### src/rtl/digit_scan_ctrl.sv
// rtl/digit_scan_ctrl.sv - two-digit common-anode scan scheduler with blanking
//
// Purpose:
//   Time-multiplexes one shared hex-to-seven-segment decoder and segment bus
//   across two common-anode digits. Each digit is preceded by a blanking
//   interval with both anodes off, so the new nibble never drives the
//   previous digit's anode (no ghosting).
//   The scan order is:
//     BLANK0 -> SHOW0 -> BLANK1 -> SHOW1 -> BLANK0 ...
//
// Parameters:
//   ON_CYCLES     cycles each digit is lit per scan (>= 1)
//   BLANK_CYCLES  cycles both anodes are off before each digit (>= 1)
//   CNT_W         phase counter width; holds max(ON_CYCLES, BLANK_CYCLES)-1
//
// Ports:
//   clk           system clock
//   reset         asynchronous, active-high reset
//   en            scan enable; low blanks the display and parks the scan at BLANK0
//   s0, s1        hex values for digit 0 / digit 1
//   nib           nibble to the shared segment decoder
//   an            active-low anode enables, an[0] = digit 0, an[1] = digit 1
//   digit_strobe  one-cycle pulse on the first lit cycle of each digit
//   active_digit  index of the digit being or last driven

module digit_scan_ctrl #(
  parameter int ON_CYCLES    = 20000,
  parameter int BLANK_CYCLES = 200,
  parameter int CNT_W        = 16
) (
  input  logic       clk,
  input  logic       reset,
  input  logic       en,
  input  logic [3:0] s0,
  input  logic [3:0] s1,
  output logic [3:0] nib,
  output logic [1:0] an,
  output logic       digit_strobe,
  output logic       active_digit
);

  typedef enum logic [1:0] {
    BLANK0 = 2'd0,
    SHOW0  = 2'd1,
    BLANK1 = 2'd2,
    SHOW1  = 2'd3
  } state_t;

  localparam logic [CNT_W-1:0] BLANK_LAST = CNT_W'(BLANK_CYCLES - 1);
  localparam logic [CNT_W-1:0] ON_LAST    = CNT_W'(ON_CYCLES - 1);

  state_t           state;
  logic [CNT_W-1:0] cnt;

  // The counter only ever counts up to the last cycle of the current state
  // and is cleared on every state change, so it can never overflow.
  always_ff @(posedge clk or posedge reset) begin
    if (reset) begin
      state        <= BLANK0;
      cnt          <= '0;
      an           <= 2'b11;
      nib          <= 4'h0;
      digit_strobe <= 1'b0;
      active_digit <= 1'b0;
    end else if (!en) begin
      // Park at the start of the scan; nib/active_digit keep their last value.
      state        <= BLANK0;
      cnt          <= '0;
      an           <= 2'b11;
      digit_strobe <= 1'b0;
    end else begin
      digit_strobe <= 1'b0;
      case (state)
        BLANK0: begin
          if (cnt == BLANK_LAST) begin
            state        <= SHOW0;
            cnt          <= '0;
            an           <= 2'b10;
            nib          <= s0;
            active_digit <= 1'b0;
            digit_strobe <= 1'b1;
          end else begin
            cnt <= cnt + 1'b1;
          end
        end
        SHOW0: begin
          if (cnt == ON_LAST) begin
            state <= BLANK1;
            cnt   <= '0;
            an    <= 2'b11;
          end else begin
            cnt <= cnt + 1'b1;
          end
        end
        BLANK1: begin
          if (cnt == BLANK_LAST) begin
            state        <= SHOW1;
            cnt          <= '0;
            an           <= 2'b01;
            nib          <= s1;
            active_digit <= 1'b1;
            digit_strobe <= 1'b1;
          end else begin
            cnt <= cnt + 1'b1;
          end
        end
        SHOW1: begin
          if (cnt == ON_LAST) begin
            state <= BLANK0;
            cnt   <= '0;
            an    <= 2'b11;
          end else begin
            cnt <= cnt + 1'b1;
          end
        end
        default: begin
          state <= BLANK0;
          cnt   <= '0;
          an    <= 2'b11;
        end
      endcase
    end
  end

endmodule

### config.mk
export PLATFORM = sky130hd
export DESIGN_NAME = digit_scan_ctrl
export DESIGN_NICKNAME = d
export VERILOG_FILES = /design/src/rtl/digit_scan_ctrl.sv
export SDC_FILE = /design/constraint.sdc
export NUM_CORES = 1
export LEC_CHECK = 0
export CAP_MARGIN = 20
export CELL_PAD_IN_SITES_DETAIL_PLACEMENT = 0
export CELL_PAD_IN_SITES_GLOBAL_PLACEMENT = 1
export CORE_AREA = 10 10 67 69
export CTS_BUF_LIST = sky130_fd_sc_hd__clkbuf_16
export CTS_CLUSTER_DIAMETER = 120
export DETAILED_ROUTE_END_ITERATION = 8
export DIE_AREA = 0 0 77 79
export MAX_ROUTING_LAYER = met4
export PLACE_DENSITY = 0.89
export SLEW_MARGIN = 15
export SYNTH_ARGS = -nofsm -noshare
export SYNTH_HDL_FRONTEND = slang
export SYNTH_SLANG_ARGS = --single-unit
export TNS_END_PERCENT = 10
### constraint.sdc
create_clock -name clk -period 4.3 [get_ports clk]
set_input_delay 0.43 -clock clk [delete_from_list [all_inputs] [get_ports clk]]
set_output_delay 0.43 -clock clk [all_outputs]
set_load 0.02 [all_outputs]
==> results of run 1 <==
cells in the final DEF, fill, tap and decap left out, types with 2 or more instances in the layout:
master,instances
nand2_1,12
xor2_1,10
dfstp_2,2
o21ai_0,5
xnor2_1,4
nor4b_1,2
a31oi_1,2
dfrtp_1,24
or2_2,2
ha_1,6
mux2i_1,4
nor2_1,24
inv_1,6
clkdlybuf4s50_1,18
a21oi_1,2
or3_1,3
clkbuf_16,3
nor3_1,2
nand3_1,10
worst min-delay path: stages, from the launching register on:
cell,delay (ps)
dfstp_2,370
inv_1,40
a32oi_1,50
through the flow:
stage / util [%] / worst slack, ps
after detailed placement: 49.3 / 1920
after global routing: 52.6 / 1520
final: 52.6 / 1900
after global placement: 49.3 / 2040
after floorplan: - / 2270
after CTS: 51.7 / 1900
power breakdown:
part / leakage, uW / internal [uW] / switching (uW)
Sequential: 0.000354 / 248 / 3.07
Clock: 0.0000385 / 124 / 76.7
Combinational: 0.000332 / 17.5 / 16.8
Total: 0.000724 / 390 / 96.6
cells by family (layout without fill, tap and decap cells):
| family | after synthesis | count (layout) |
|---|---|---|
| multiplexers | 5 | 5 |
| adder cells (fa/ha/maj) | 6 | 6 |
| flip-flops | 26 | 26 |
| XOR/XNOR | 14 | 14 |
| AND/OR/NAND/NOR | 63 | 63 |
| AO/OA/AOI/OAI | 17 | 17 |
| buffers and inverters | 12 | 29 |
state kept, by name, indices dropped and copies added, names as in the netlist:
register	count
an	2
state	2
digit_strobe	1
active_digit	1
nib	4
cnt	16
worst paths after layout:
path / startpoint / endpoint / slack (ps)
worst max-delay path: cnt[0] / cnt[5] / 1900
worst min-delay path: an[1] / an[1] / 460
worst max register to register: cnt[0] / cnt[5] / 1900
worst min register to register: an[1] / an[1] / 460
max in group asynchronous: reset / an[1] / 3280
min in group asynchronous: reset / nib[3] / 490
per-layer routing:
metal | part of all wire [%] | vias to the layer above | GRT usage (%)
met5 | 0 | - | -
met4 | 0.60 | 0 | 2.74
met3 | 4.6 | 2 | 3.38
met2 | 51 | 21 | 17.3
met1 | 44 | 517 | 11.1
li1 | - | 520 | -
cells in the mapped netlist, drive strengths merged:
master	n
a32oi	1
nor4bb	1
o22ai	1
or3	3
and3	2
nor3	2
o32a	1
mux2i	4
o21ai	6
nand3	10
o32ai	1
nor4	1
nand4	1
ha	6
a21o	1
and4b	1
nor2	24
o211ai	1
dfrtp	24
inv	6
a21oi	2
dfstp	2
xor2	10
and2	1
nand2	12
nor4b	2
nor2b	1
buf	2
a31oi	2
clkbuf	4
a31o	1
mux2	1
xnor2	4
or2	2
cell type report:
class,count,area [um2]
clock buffers,3,75.1
clock inverters,1,3.75
fillers,301,1530
inverters,6,22.5
multi-input cells,105,679
flip-flops and latches,26,653
well taps,46,57.6
repair buffers,19,208
==> impl_results.md, run 1 <==
* Multiplexer share of the synthesized area at 3.72%
* Syn. warnings at 0
* Initial antenna violation count at 0
* CTS Root Buffer Type: clkbuf_16
* Crit-path cells: ha_1 -> nor4b_1 -> nand2_1 -> o32a_1 -> o21ai_1 -> nor2_1
* Resized cells post-CTS at 0
* Port buffer count at 18
* Compound-Gate Fraction of Synth Area at 8.98%
* Area of the core at 0.00323 mm2
* Critical Path Max Stage Delay at 790 ps
* Max Slew Vio Count at 0
* I/O pin total at 19
* RSZ-0062 raised after global routing: no
* Total Power at 487 uW
* Post-CTS Hold Buffers at 0
* Placed Area at 0.00159 mm2
* Die Ht at 79 um
* Chip width at 77 um
* Max Freq at 417 MHz
* Leakage at 0.000724 uW
* Final HPWL DP at 2.08 mm
* Drt total wl at 2.85 mm
* Worst path top cell family by delay: compound AO/OA/AOI/OAI gates
* GPL Wtd Cong at 0.838
* CP Data Required Time at 4400 ps
* Post-CTS Setup Bufs at 0
* Final setup fails at 0
* Placed instance count at 201
* Slew margin rel. at 31.0%
* Worst path depth at 6
* Synth Area in Adders at 5.44%
* Final Cycle Share at 55.7%
* Final clock skew at 7.23 ps
* DRC errors left at 0
* CTS tree: done
* Clk buf depth at 2
* TritonCTS Sinks at 26
* Bufs and invs on worst path at 0
* Drt pass-1 iters at 4
* Setup crit end kind: flip-flop
* Synth area leaders: dfrtp_1 44%, nor2_1 6.5%, xor2_1 6.4%
* Fin crit period at 2400 ps
* Share of layout cells above drive strength 1 at 10.0%
* Depth of the worst hold-timing path at 2
* Post-synthesis cell area at 0.00138 mm2
* Max_cap viols at 0
* Vias per cell at 5.15
* Worst Tran Pin Value at 1030 ps
* Hold slack at 461 ps
* Vias in the first global route at 1123
* Hold Path Class: reg -> reg
* Non-Filler Instances at 206
* #FFs+latches synth at 26
* Syn nets at 160
* Routed len/inst at 13.8 um
* Clock Latency Late Sink at 260 ps
* Setup TNS at 0 ps
* Yosys top cell by area: dfrtp_1
* Post-synthesis average cell area at 9.64 um2
* Antenna-violating nets left at 0
* Cell Rows at 21
* Yosys top cell area share at 43.6%
* Area Overhead vs Synth at 23.2%
* Critical path peak fanout at 16
* DR iter-0 viols at 58
* Crit Path Class: reg -> reg
* R2r worst-path depth at 6
* Critical Path AT at 2490 ps
* Vias at 1060
* Largest net degree at the start of global routing at 27
* Global-route wire length before repair at 5.06 mm
* CTS buffer count at 3
* Die area at 0.00608 mm2
* Nets at 178
* Startpoint types: flip-flop
* Pwr per Cell Area at 286 mW/mm2
* Peak VDD IR at 279 uV
* Worst-path clk slew at 60 ps
* Cells after Synth at 143
* Distinct cells, synth at 37
* GRT Util Overall at 10.1%
* Slowest cell on crit path: o21ai_1
* Status: completed
* Simple-gate share of the synthesized area at 22.2%
* Largest family of logic cells by synthesized area: simple AND/OR/NAND/NOR gates
* Seq/Total Area, Yosys at 47.4%
* Post-Layout Inst Area at 0.00170 mm2
* Initial Util at 42.7%
* Post-Synth XOR/XNOR Area at 8.89%
* Htree depth at 1
* Grt total ovfl at 0
* Hold Fails Final Rpt at 0
* ANT cells at 0
No activity file was read; power rests on OpenSTA's default activity.
==> run 2: changes to the inputs <==
CORE_AREA = 10 10 69 71   (was 10 10 67 69)
DIE_AREA = 0 0 79 81   (was 0 0 77 79)
PLACE_DENSITY = 0.85   (was 0.89)
clock period = 2.3 ns   (was 4.3 ns; I/O delays follow)
==> run 2 against run 1 <==
Worst hold slack lost 140 ps. Combinational power grew 82%. Maximum frequency grew 12%. Global-route usage shrank 0.45 points. Critical endpoint is now state[1]. Non-clock buffer count grew 3. Setup slack lost 1700 ps.
==> impl_results.md, run 2 (synthesized netlist as in run 1, its figures left out) <==
* Vias at 1075 (+1.4%)
* CTS buffer count at 3 (unchanged)
* Critical Path AT at 2300 ps (-190 ps)
* Status: completed
* Crit-path most repeated cell: or3_1
* Drt pass-1 iters at 4 (unchanged)
* Slowest cell on crit path: or3_1
* Die Ht at 81 um (+2.5%)
* Pwr per Cell Area at 598 mW/mm2 (+110%)
* Final setup fails at 0 (unchanged)
* GPL Wtd Cong at 0.867 (+3.5%)
* CTS Root Buffer Type: clkbuf_16
* Grt total ovfl at 0 (unchanged)
* Area of the core at 0.00352 mm2 (+9.0%)
* Startpoint types: flip-flop
* Global-route wire length before repair at 4.96 mm (-2.0%)
* Final clock skew at 3.74 ps (-3.49 ps)
* CTS tree: done
* RSZ-0062 raised after global routing: no
* Max Freq at 469 MHz (+12%)
* Crit-path cells: or3_1 -> or3_1 -> or3_1 -> and2_4 -> o32ai_2
* Drt total wl at 2.78 mm (-2.5%)
* Slew margin rel. at 71.0% (+40 points)
* Most flop-heavy register: cnt
* Setup TNS at 0 ps (unchanged)
* Nets at 181 (+1.7%)
* Die area at 0.00640 mm2 (+5.2%)
* GRT Util Overall at 9.64% (-0.45 points)
* Clock Latency Late Sink at 260 ps (about the same)
* Fin crit period at 2130 ps (-263 ps)
* Peak VDD IR at 416 uV (+49%)
* DRC errors left at 0 (unchanged)
* Post-CTS Hold Buffers at 0 (unchanged)
* R2r worst-path depth at 5 (-1)
* Post-CTS Setup Bufs at 0 (unchanged)
* Largest net degree at the start of global routing at 27 (unchanged)
* Bufs and invs on worst path at 0 (unchanged)
* Setup crit end kind: flip-flop
* Final Cycle Share at 92.7% (+37 points)
* Critical path peak fanout at 6 (-10)
* Cell Rows at 22 (+4.8%)
* Initial antenna violation count at 0 (unchanged)
* ANT cells at 0 (unchanged)
* CP Data Required Time at 2460 ps (-1940 ps)
* Initial Util at 39.1% (-3.5 points)
* CP startpoint: cnt[13]
* R2R setup slack at 170 ps (-1740 ps)
* Chip width at 79 um (+2.6%)
* Max_cap viols at 0 (unchanged)
* Antenna-violating nets left at 0 (unchanged)
* Worst-path clk slew at 70 ps (about the same)
* Max Slew Vio Count at 0 (unchanged)
* Max reg flops at 16 (unchanged)
* Hold slack at 321 ps (-140 ps)
* Crit Path Class: reg -> reg
* Commonest non-fill, non-tap cells in the layout: 24 x nor2_1, 24 x dfrtp_1, 18 x clkdlybuf4s50_1, 12 x nand2_1
* Vias per cell at 5.09 (-0.99%)
* Vias in the first global route at 1111 (-1.1%)
* Hold Path Class: in -> async
* DR iter-0 viols at 60 (+3.4%)
* Worst Tran Pin Value at 429 ps (-599 ps)
* Leakage at 0.000744 uW (+2.7%)
* Post-Layout Inst Area at 0.00173 mm2 (+1.8%)
* Port buffer count at 18 (unchanged)
* TritonCTS Sinks at 26 (unchanged)
* Htree depth at 1 (unchanged)
* Resized cells post-CTS at 0 (unchanged)
* Setup crit end: state[1]
* Reg2reg start: cnt[13]
* Worst path depth at 5 (-1)
* I/O pin total at 19 (unchanged)
* Final HPWL DP at 2.12 mm (+1.7%)
* Share of layout cells above drive strength 1 at 12.3% (+2.3 points)
* Area Overhead vs Synth at 25.5%
* Clk buf depth at 2 (unchanged)
* Routed len/inst at 13.2 um (-4.8%)
* Placed Area at 0.00163 mm2 (+2.0%)
* Hold Fails Final Rpt at 0 (unchanged)
* Worst path top cell family by delay: simple AND/OR/NAND/NOR gates
* Largest registers: cnt x16, nib x4
* Critical Path Max Stage Delay at 480 ps (-310 ps)
* R2R Path End: state[1]
==> run 2: worst reg2reg max path, stage by stage, from the launching register on <==
cell and delay (ps):
dfrtp_1 390, or3_1 370, or3_1 330, or3_1 480
and2_4 210, o32ai_2 260
==> run 2: stage by stage <==
stage | setup WS [ps] | instances | utilization [%] | total power [uW]
floorplan | 270 | 143 | - | 510
global placement | 241 | 207 | 46.1 | 540
detailed placement | 186 | 207 | 46.1 | 542
CTS | 167 | 211 | 49.1 | 1050
global route | 75.2 | 211 | 49.1 | 1080
finish | 167 | 211 | 49.1 | 1040
==> run 2: how the worst min path moves through the flow <==
stage / start / to / slack, ps / cells past startpoint
finish: reset / nib[1] / 320 / 3
CTS: reset / nib[2] / 340 / 3
floorplan: reset / active_digit / 270 / 1
global route: reset / nib[1] / 370 / 3
detailed placement: an[1] / an[1] / 460 / 2
global placement: an[1] / an[1] / 460 / 2
==> run 2: per-layer routing <==
layer  wire, um  global-route usage (%)  up-vias  part of all wire [%]
li1           -                       -      528                     -
met1       1330                    11.2      520                    48
met2       1280                    15.5       21                    46
met3        127                    2.54        6                   4.6
met4         38                    3.94        0                   1.4
met5          0                       -        -                     0
==> run 2: final cells by class <==
cell class                      count  area (um2)
Fill cell                         341        1790
Multi-Input combinational cell    105         679
Sequential cell                    26         653
Timing Repair Buffer               22         210
Clock buffer                        3        75.1
Tap cell                           48        60.1
Clock inverter                      1        30.0
Inverter                            6        22.5
==> run 2: report_power, final <==
group	switching (uW)	leakage [uW]	internal, uW
Combinational	31.0	0.000339	31.3
Sequential	6.08	0.000354	464
Clock	157	0.0000511	346
Total	194	0.000744	842
==> run 3: changes to the inputs <==
ABC_CLOCK_PERIOD_IN_PS = 2300   (was unset)
==> results of run 3 <==
Same layout as run 2: the final DEF is identical, and so are final timing and power.
